File: src/rtl/memory_loader.sv
// memory_loader: turns a byte stream (header word N, N data words, optional
// checksum word; every word high byte first) into one-cycle memory writes at
// consecutive word addresses starting at BASE_ADDR, wrapping modulo 4096.
// Optional feature macro: CHECKSUM_EN adds a trailing checksum word that is
// compared with the 16-bit sum of all data words.
module memory_loader #(
    parameter logic [11:0] BASE_ADDR = 12'h000
) (
    input  logic        clk,
    input  logic        rst,
    input  logic        start,
    input  logic [7:0]  byte_in,
    input  logic        byte_valid,
    output logic        byte_ready,
    output logic        mem_we,
    output logic [11:0] mem_address,
    output logic [15:0] mem_write_data,
    output logic        busy,
    output logic        done,
    output logic        error,
    output logic [12:0] words_loaded
);

    localparam logic [3:0] S_IDLE   = 4'd0;
    localparam logic [3:0] S_HDR_HI = 4'd1;
    localparam logic [3:0] S_HDR_LO = 4'd2;
    localparam logic [3:0] S_DAT_HI = 4'd3;
    localparam logic [3:0] S_DAT_LO = 4'd4;
    localparam logic [3:0] S_WRITE  = 4'd5;
`ifdef CHECKSUM_EN
    localparam logic [3:0] S_CHK_HI = 4'd6;
    localparam logic [3:0] S_CHK_LO = 4'd7;
`endif
    localparam logic [3:0] S_DONE   = 4'd8;
    localparam logic [3:0] S_ERROR  = 4'd9;

    logic [3:0]  state;
    logic [11:0] addr_reg;
    logic [7:0]  hi_byte;
    logic [12:0] n_reg;
    logic [15:0] hdr_word;
    logic [12:0] wl_next;
    logic        xfer;
`ifdef CHECKSUM_EN
    logic [15:0] chk_acc;
`endif

    // A legal load carries between 1 and 4096 data words.
    function automatic logic hdr_ok(input logic [15:0] n);
        return (n != 16'd0) && (n <= 16'd4096);
    endfunction

    // The byte arriving in a _LO state completes the word started by hi_byte.
    assign hdr_word = {hi_byte, byte_in};
    assign wl_next  = words_loaded + 13'd1;
    assign xfer     = byte_valid & byte_ready;

    // Output decode: byte acceptance, write strobe and status follow the state.
    always_comb begin
        byte_ready = 1'b0;
        mem_we     = 1'b0;
        busy       = 1'b1;
        done       = 1'b0;
        error      = 1'b0;
        case (state)
            S_HDR_HI, S_HDR_LO, S_DAT_HI, S_DAT_LO: byte_ready = 1'b1;
`ifdef CHECKSUM_EN
            S_CHK_HI, S_CHK_LO:                     byte_ready = 1'b1;
`endif
            S_WRITE: mem_we = 1'b1;
            S_IDLE:  busy   = 1'b0;
            S_DONE: begin
                busy = 1'b0;
                done = 1'b1;
            end
            S_ERROR: begin
                busy  = 1'b0;
                error = 1'b1;
            end
            default: ;
        endcase
    end

    // Load sequencer: byte assembly, write staging, address and word counting.
    always_ff @(posedge clk or posedge rst) begin
        if (rst) begin
            state          <= S_IDLE;
            addr_reg       <= 12'd0;
            hi_byte        <= 8'd0;
            n_reg          <= 13'd0;
            words_loaded   <= 13'd0;
            mem_address    <= 12'd0;
            mem_write_data <= 16'd0;
`ifdef CHECKSUM_EN
            chk_acc        <= 16'd0;
`endif
        end else begin
            case (state)
                S_IDLE, S_DONE, S_ERROR: begin
                    if (start) begin
                        state        <= S_HDR_HI;
                        addr_reg     <= BASE_ADDR;
                        words_loaded <= 13'd0;
`ifdef CHECKSUM_EN
                        chk_acc      <= 16'd0;
`endif
                    end
                end
                S_HDR_HI: begin
                    if (xfer) begin
                        hi_byte <= byte_in;
                        state   <= S_HDR_LO;
                    end
                end
                S_HDR_LO: begin
                    if (xfer) begin
                        if (hdr_ok(hdr_word)) begin
                            n_reg <= hdr_word[12:0];
                            state <= S_DAT_HI;
                        end else begin
                            state <= S_ERROR;
                        end
                    end
                end
                S_DAT_HI: begin
                    if (xfer) begin
                        hi_byte <= byte_in;
                        state   <= S_DAT_LO;
                    end
                end
                S_DAT_LO: begin
                    // Stage the write so address and data are stable for the whole WRITE cycle.
                    if (xfer) begin
                        mem_address    <= addr_reg;
                        mem_write_data <= hdr_word;
                        state          <= S_WRITE;
                    end
                end
                S_WRITE: begin
                    addr_reg     <= addr_reg + 12'd1;
                    words_loaded <= wl_next;
`ifdef CHECKSUM_EN
                    chk_acc      <= chk_acc + mem_write_data;
                    state        <= (wl_next == n_reg) ? S_CHK_HI : S_DAT_HI;
`else
                    state        <= (wl_next == n_reg) ? S_DONE : S_DAT_HI;
`endif
                end
`ifdef CHECKSUM_EN
                S_CHK_HI: begin
                    if (xfer) begin
                        hi_byte <= byte_in;
                        state   <= S_CHK_LO;
                    end
                end
                S_CHK_LO: begin
                    if (xfer) begin
                        state <= (hdr_word == chk_acc) ? S_DONE : S_ERROR;
                    end
                end
`endif
                default: state <= S_IDLE;
            endcase
        end
    end

endmodule
File: config.mk
export PLATFORM = sky130hd
export DESIGN_NAME = memory_loader
export DESIGN_NICKNAME = d
export VERILOG_FILES = /design/src/rtl/memory_loader.sv
export SDC_FILE = /design/constraint.sdc
export NUM_CORES = 1
export LEC_CHECK = 0
export BUFFER_PORTS_ARGS = -buffer_cell sky130_fd_sc_hd__buf_2
export CAP_MARGIN = 20
export CORE_MARGIN = 2
export CORE_UTILIZATION = 52
export CTS_CLUSTER_SIZE = 14
export DETAILED_ROUTE_END_ITERATION = 6
export GPL_TIMING_DRIVEN = 0
export PLACE_DENSITY = 0.72
export SETUP_SLACK_MARGIN = 0.3
export SYNTH_ARGS = -nofsm -noshare
export SYNTH_HDL_FRONTEND = slang
export SYNTH_SLANG_ARGS = --single-unit
export TNS_END_PERCENT = 20
File: constraint.sdc
create_clock -name clk -period 3.49 [get_ports clk]
set_clock_uncertainty 0.15 [all_clocks]
set_input_delay 0.349 -clock clk [delete_from_list [all_inputs] [get_ports clk]]
set_output_delay 0.349 -clock clk [all_outputs]
set_load 0.03 [all_outputs]
==> results of run 1 <==
-- layout make-up --
cell class	instances	area, um^2	area share [%]
tap	99	124	2.80
timing repair buffer	60	330	7.46
buffer	19	108	2.43
clock inverter	3	18.8	0.424
multi-input combinational	240	1710	38.7
clock buffer	12	165	3.73
inverter	4	17.5	0.396
sequential	78	1950	44.1
-- metal layers --
metal	vias to the layer above	routed length [um]	global-route usage (%)	part of all wire, %
li1	1365	-	-	-
met3	11	433	4.52	5.2
met4	0	125	8.68	1.5
met1	1381	3830	31.4	46
met2	87	3910	32.7	47
met5	-	0	0	0
-- power by group through the flow --
stage	Combinational, W	Clock, W	Sequential [W]
floorplan	0.000735	0	0.00169
global placement	0.00137	0	0.00141
detailed placement	0.00139	0	0.00142
CTS	0.00140	0.000652	0.00140
global route	0.00151	0.000686	0.00144
finish	0.00140	0.000639	0.00140
-- layout by cell type, fill, tap and decap left out, drive strengths merged, types with 6 or more instances in the layout --
| master | synthesis | routed |
|---|---|---|
| a21oi | 6 | 6 |
| nand3 | 18 | 18 |
| xor2 | 9 | 9 |
| xnor2 | 11 | 11 |
| nor3 | 8 | 8 |
| nand2 | 29 | 29 |
| buf | 7 | 65 |
| dfrtp | 78 | 78 |
| o21ai | 32 | 32 |
| mux2 | 49 | 49 |
| o31ai | 7 | 7 |
| clkbuf | 12 | 25 |
| nor2 | 22 | 22 |
-- worst max-delay path: stages (launching register included) --
cell and delay (ps):
dfrtp_1 460, nand2b_4 190, or3b_1 360, clkbuf_1 180, inv_2 120, buf_2 260, buf_2 250
-- logic make-up after synthesis --
| logic type | after synthesis | synth area share (%) |
|---|---|---|
| DFF | 78 | 51.6 |
| buffers and inverters | 23 | 3.24 |
| and+or+nand+nor | 107 | 14.8 |
| adders and majority gates | 2 | 0.661 |
| xor gates and xnor gates | 20 | 5.12 |
| muxes | 51 | 15.1 |
| AOI/OAI and AO/OA | 60 | 9.55 |
-- per-stage QoR --
| stage | instance area, um^2 | total power [W] | utilization (%) | setup slack (ps) | hold slack, ps |
|---|---|---|---|---|---|
| global placement | 4200 | 0.00277 | 58.8 | 137 | 321 |
| global route | 4430 | 0.00364 | 62.0 | 677 | 143 |
| detailed placement | 4230 | 0.00281 | 59.2 | 817 | 243 |
| CTS | 4420 | 0.00345 | 61.9 | 801 | 130 |
| finish | 4430 | 0.00344 | 62.0 | 814 | 139 |
| floorplan | 3790 | 0.00242 | - | 874 | 301 |
-- worst max path at each step --
| stage | start | cells after the start | end | slack, ps |
|---|---|---|---|---|
| floorplan | words_loaded[0] | 8 | state[0] | 870 |
| global placement | rst | 2 | words_loaded[2] | 140 |
| detailed placement | words_loaded[0] | 8 | state[0] | 820 |
| CTS | words_loaded[0] | 8 | state[0] | 800 |
| global route | words_loaded[0] | 8 | state[1] | 680 |
| finish | state[3] | 6 | mem_we | 810 |
-- timing repair --
item / in CTS / in global routing
resized for setup: 0 / 0
endpoints found under the hold margin: 32 / 0
hold buffers: 1 / 0
==> key figures, run 1 <==
Outcome
  – Status: finished, final reports clean

Worst setup path
  – Worst Setup Path Type: reg -> out
  – Startpoint Class: flop
  – R2r worst-path depth: 8
  – Crit path capture type: output pin
  – Reg-to-reg startpoint: words_loaded[0]
  – Worst-path maximum fanout: 10
  – WP data arrival: about 2200 ps
  – Reg-to-reg endpoint: state[0]
  – Reg2reg setup slack: between 800 and 900 ps
  – Worst EP required: roughly 3000 ps

Timing
  – Slew @ Worst Pin: about 660 ps
  – Fmax achieved: ~0.37 GHz
  – Final period util: between 70% and 80%
  – Max Transition Viols Final: 0
  – Tmin final: 2680 ps
  – Unrepaired setup endpoints after global routing: no
  – Max_slew headroom: roughly 56%
  – Fin. Hold Viols: 0
  – TNS Setup: 0 ps
  – Final setup vio count: 0

GRT
  – Global Route Usage Sum: about 22%
  – Global route overflow: 0
  – First-pass GRT wire length: 13.2 mm
  – Vias in the first global route: 2,676
  – Initial antenna violation count: 0
  – Largest net degree at the start of global routing: 47

Floorplanning
  – Top Ports: 58
  – Initial core utilization: a little over half
  – Chip width: 89.3 um
  – Core area: slightly above 7000 um^2
  – Die area: 7980 um^2
  – Die Height: 89.3 um
  – Row count: 31

Logic synthesis
  – Count leader, synth: dfrtp_1
  – Syn_area_per_cell: 11.1 um^2
  – Synth Flop Type: dfrtp_1
  – Post-synth EDFFs: 0
  – Post-synthesis cell count: 341
  – Yosys reg bits: 78
  – Dominant cell type by area after synthesis: dfrtp_1
  – Top cell type's share of synthesized area: slightly above 50%
  – Asr flop ratio synth: 100%
  – Main area contributors after synthesis: dfrtp_1, mux2_2, o21ai_0
  – Count of cell types in the netlist: a little under 50
  – Syn Nets: 355
  – Post-synth top cells: dfrtp_1, mux2_2, o21ai_0
  – Seq/Total Area, Yosys: 51.6%
  – Warnings from Yosys: 0
  – Mapped cell area: 3790 um^2

Finish
  – Share of layout cells above drive strength 1: 33.2%
  – N_diodes: 0
  – Area Growth Syn to Fin: 16.9%
  – FILL cells: between 600 and 700
  – Post-Layout Cell Count: a little over 500
  – Nets: 426
  – Max reg flops: 16

Detailed routing
  – Vias/cell: 5.52
  – Initial drt markers: 170
  – Residual DRC: 0
  – Routed length per placed instance: between 15 and 20 um
  – Iteration count of the initial detailed-routing pass: 4
  – WL final: about 8.3 mm
  – Remaining antenna violation count: 0
  – Via count: 2,844

Min path
  – Hold Path Cell Cnt: 2
  – Hold EP: mem_write_data[1]
  – Worst Hold Class: in -> reg
  – Hold_sp: byte_in[1]

Clock tree
  – Post-CTS setup buffers: 0
  – Clk buf depth: 2
  – CTS Sinks: 78
  – Clock slew at reported path FFs: 80 ps
  – Root Buffer: clkbuf_8
  – H-tree depth: 3
  – CTS buffer count: 9
  – Clk Latency, worst-skew pair: 350 ps
  – CTS tree: built

Pwr
  – Reg power frac: 40.8%
  – Leakage power: 2.14 nW
  – Max IR drop VDD: 514 uV
  – Switching power: around 0.0014 W
  – Combinational share of power: a little over 40%
  – Power share of the clock group: 18.6%
  – Pint: 0.00206 W
  – Sw Ratio: 40.2%
  – PwrDens: slightly below 800 nW/um^2

Placed design
  – Cell Count Post-Placement: 498
  – Routability cong.: roughly 0.82
  – I/O Buffers: 57
  – Dpl hpwl: 5.85 mm

Flow run
  – Max-cap violation count: 0
No activity file was read; power rests on OpenSTA's default activity.
==> run 2: changes to the inputs <==
--- a/config.mk
+++ b/config.mk
@@ -5,6 +5,7 @@
 export SDC_FILE = /design/constraint.sdc
 export NUM_CORES = 1
 export LEC_CHECK = 0
+export ABC_AREA = 1
 export BUFFER_PORTS_ARGS = -buffer_cell sky130_fd_sc_hd__buf_2
 export CAP_MARGIN = 20
 export CORE_MARGIN = 2
==> constraint.sdc (replaced) <==
create_clock -name clk -period 2.55 [get_ports clk]
set_clock_uncertainty 0.15 [all_clocks]
set_input_delay 0.255 -clock clk [delete_from_list [all_inputs] [get_ports clk]]
set_output_delay 0.255 -clock clk [all_outputs]
set_load 0.03 [all_outputs]
==> key figures, run 2 <==
Clock tree
  – H-tree depth: 3 (unchanged)
  – CTS buffer count: 9 (unchanged)
  – Clk Latency, worst-skew pair: 340 ps (about the same)
  – Clock slew at reported path FFs: 70 ps (about the same)
  – Clk buf depth: 2 (unchanged)
  – Root Buffer: clkbuf_8
  – CTS tree: built
  – CTS Sinks: 78 (unchanged)

Min path
  – Worst Hold Class: in -> reg
  – Hold EP: state[2]
  – Hold_sp: byte_valid
  – Hold Path Cell Cnt: 2 (unchanged)

Worst setup path
  – Reg-to-reg endpoint: state[1]
  – WP data arrival: 1690 ps (-490 ps)
  – CP Launch Point: state[0]
  – Worst-path maximum fanout: 10 (unchanged)
  – Reg-to-reg startpoint: words_loaded[1]
  – Worst Setup Path Type: reg -> out
  – Crit path capture type: output pin
  – Worst EP required: 2140 ps (-850 ps)
  – Reg2reg setup slack: 520 ps (-310 ps)
  – R2r worst-path depth: 14 (+6)
  – Startpoint Class: flop

Logic synthesis
  – Top cell type's share of synthesized area: 49.0% (-2.6 points)
  – Synth Flop Type: dfrtp_1
  – Yosys reg bits: 78 (unchanged)
  – Seq/Total Area, Yosys: 49.0% (-2.6 points)
  – Post-synth top cells: nand2_1, dfrtp_1, inv_1
  – Count leader, synth: nand2_1
  – Warnings from Yosys: 0 (unchanged)
  – Post-synthesis cell count: 453 (+33%)
  – Mapped cell area: 3980 um^2 (+5.2%)
  – Dominant cell type by area after synthesis: dfrtp_1
  – Count of cell types in the netlist: 41 (-16%)
  – Main area contributors after synthesis: dfrtp_1, nand2_1, inv_1
  – Syn_area_per_cell: 8.79 um^2 (-21%)
  – Syn Nets: 467 (+32%)
  – Asr flop ratio synth: 100% (unchanged)
  – Post-synth EDFFs: 0 (unchanged)

Pwr
  – Max IR drop VDD: 692 uV (+34%)
  – Leakage power: 2.41 nW (+13%)
  – PwrDens: 999 nW/um^2 (+29%)
  – Post-route total power: 0.00473 W (+38%)

Detailed routing
  – Residual DRC: 0 (unchanged)
  – Initial drt markers: 160 (-5.9%)
  – Remaining antenna violation count: 0 (unchanged)
  – Iteration count of the initial detailed-routing pass: 4 (unchanged)
  – Vias/cell: 5.22 (-5.6%)
  – Via count: 3,317 (+17%)
  – Routed length per placed instance: 13.9 um (-14%)
  – WL final: 8.87 mm (+6.8%)

Timing
  – TNS Setup: 0 ps (unchanged)
  – Final period util: 82.1%
  – Max Transition Viols Final: 0 (unchanged)
  – Fin. Hold Viols: 0 (unchanged)
  – Fmax achieved: 0.478 GHz
  – Final setup vio count: 0 (unchanged)
  – Hold slack: 58.6 ps (-80.1 ps)
  – Max_slew headroom: 46.0% (-10 points)
  – Slew @ Worst Pin: 808 ps (+153 ps)
  – Unrepaired setup endpoints after global routing: no
  – Tmin final: 2090 ps

GRT
  – Met1 GRT Util: 32.4% (+0.95 points)
  – M2 GR Usage: 36.4% (+3.7 points)
  – Largest net degree at the start of global routing: 43 (-8.5%)
  – GRT Max-Usage Layer: met2
  – Vias in the first global route: 3,330 (+24%)
  – Initial antenna violation count: 0 (unchanged)
  – Met3 Usage GRT: 3.82% (-0.71 points)
  – Global Route Usage Sum: 23.3% (+1.4 points)
  – First-pass GRT wire length: 15.6 mm (+18%)
  – Global route overflow: 0 (unchanged)

Floorplanning
  – Top Ports: 58 (unchanged)
  – Row count: 31 (unchanged)
  – Chip width: 91.5 um (+2.5%)
  – Die area: 8380 um^2 (+5.0%)
  – Core area: 7330 um^2 (+2.7%)
  – Initial core utilization: 54.3% (+1.3 points)
  – Die Height: 91.5 um (+2.5%)

Finish
  – N_diodes: 0 (unchanged)
  – Area Growth Syn to Fin: 18.8%
  – Commonest cells after routing, fill and taps aside: nand2_1, dfrtp_1, buf_2, inv_1, nand3_1
  – Commonest non-fill, non-tap cell in the layout: nand2_1
  – Nets: 546 (+28%)
  – Finished Core Util: 64.6% (+2.6 points)
  – Share of layout cells above drive strength 1: 26.4% (-6.7 points)
  – Max reg flops: 16 (unchanged)
  – Design area: 4730 um^2 (+7.0%)
  – FILL cells: 643 (+3.2%)

Outcome
  – Status: finished, final reports clean

Placed design
  – Routability cong.: 0.871 (+5.6%)
  – I/O Buffers: 57 (unchanged)
  – Dpl hpwl: 6.50 mm (+11%)
  – DP Area: 4420 um^2 (+4.5%)

Flow run
  – Max-cap violation count: 0 (unchanged)
run 2: per-layer routing:
metal | share of wire [%] | vias to the layer above
li1 | - | 1635
met3 | 5.1 | 17
met2 | 46 | 87
met1 | 47 | 1578
met5 | 0 | -
met4 | 1.9 | 0
run 2: area by class of cell:
class / count / area (um^2) / share of cell area, %
sequential: 78 / 1950 / 41.3
timing repair buffer: 68 / 400 / 8.46
multi-input combinational: 307 / 1770 / 37.3
inverter: 58 / 223 / 4.70
tap: 99 / 124 / 2.62
clock buffer: 13 / 159 / 3.36
clock inverter: 3 / 42.5 / 0.899
buffer: 10 / 65.1 / 1.37
run 2: worst max path at each step:
stage,to,cells past startpoint
after CTS,state[1],15
after global placement,state[1],15
final,mem_we,6
after detailed placement,state[1],15
after floorplan,state[0],14
after global routing,state[1],14
run 2: report_power, final:
group / total [W] / switching (W) / internal (W) / leakage [nW]
Sequential: 0.00189 / 0.000281 / 0.00161 / 0.992
Clock: 0.000938 / 0.000432 / 0.000506 / 0.0996
Combinational: 0.00190 / 0.00124 / 0.000665 / 1.32
run 2: cells by family after synthesis:
kind of cell | after synthesis | share of synthesized area (%)
compound gates | 68 | 10.7
xor+xnor | 5 | 1.44
fa+ha+maj | 2 | 0.628
simple gates | 215 | 26.3
mux | 17 | 4.74
buf+inv | 68 | 7.13
flops | 78 | 49.0
run 2: critical path, cell delays in order (launching register included):
cell and delay [ps]:
dfrtp_1 510, inv_2 100, nor2_4 130, nand2_4 90
clkinv_2 100, buf_4 200, buf_2 220
run 2: repair_timing:
item / CTS / global route
hold endpoints to repair: 43 / 0
hold buffers: 8 / 0
buffers inserted: 0 / 2
setup endpoints to repair: 0 / 3
resized for setup: 0 / 7
run 2: stage by stage:
stage | worst slack, ps | std cells
2_1_floorplan | 479 | 453
3_3_place_gp | 411 | 609
3_5_place_dp | 361 | 610
4_1_cts | 344 | 634
5_1_grt | 294 | 636
6_report | 457 | 636
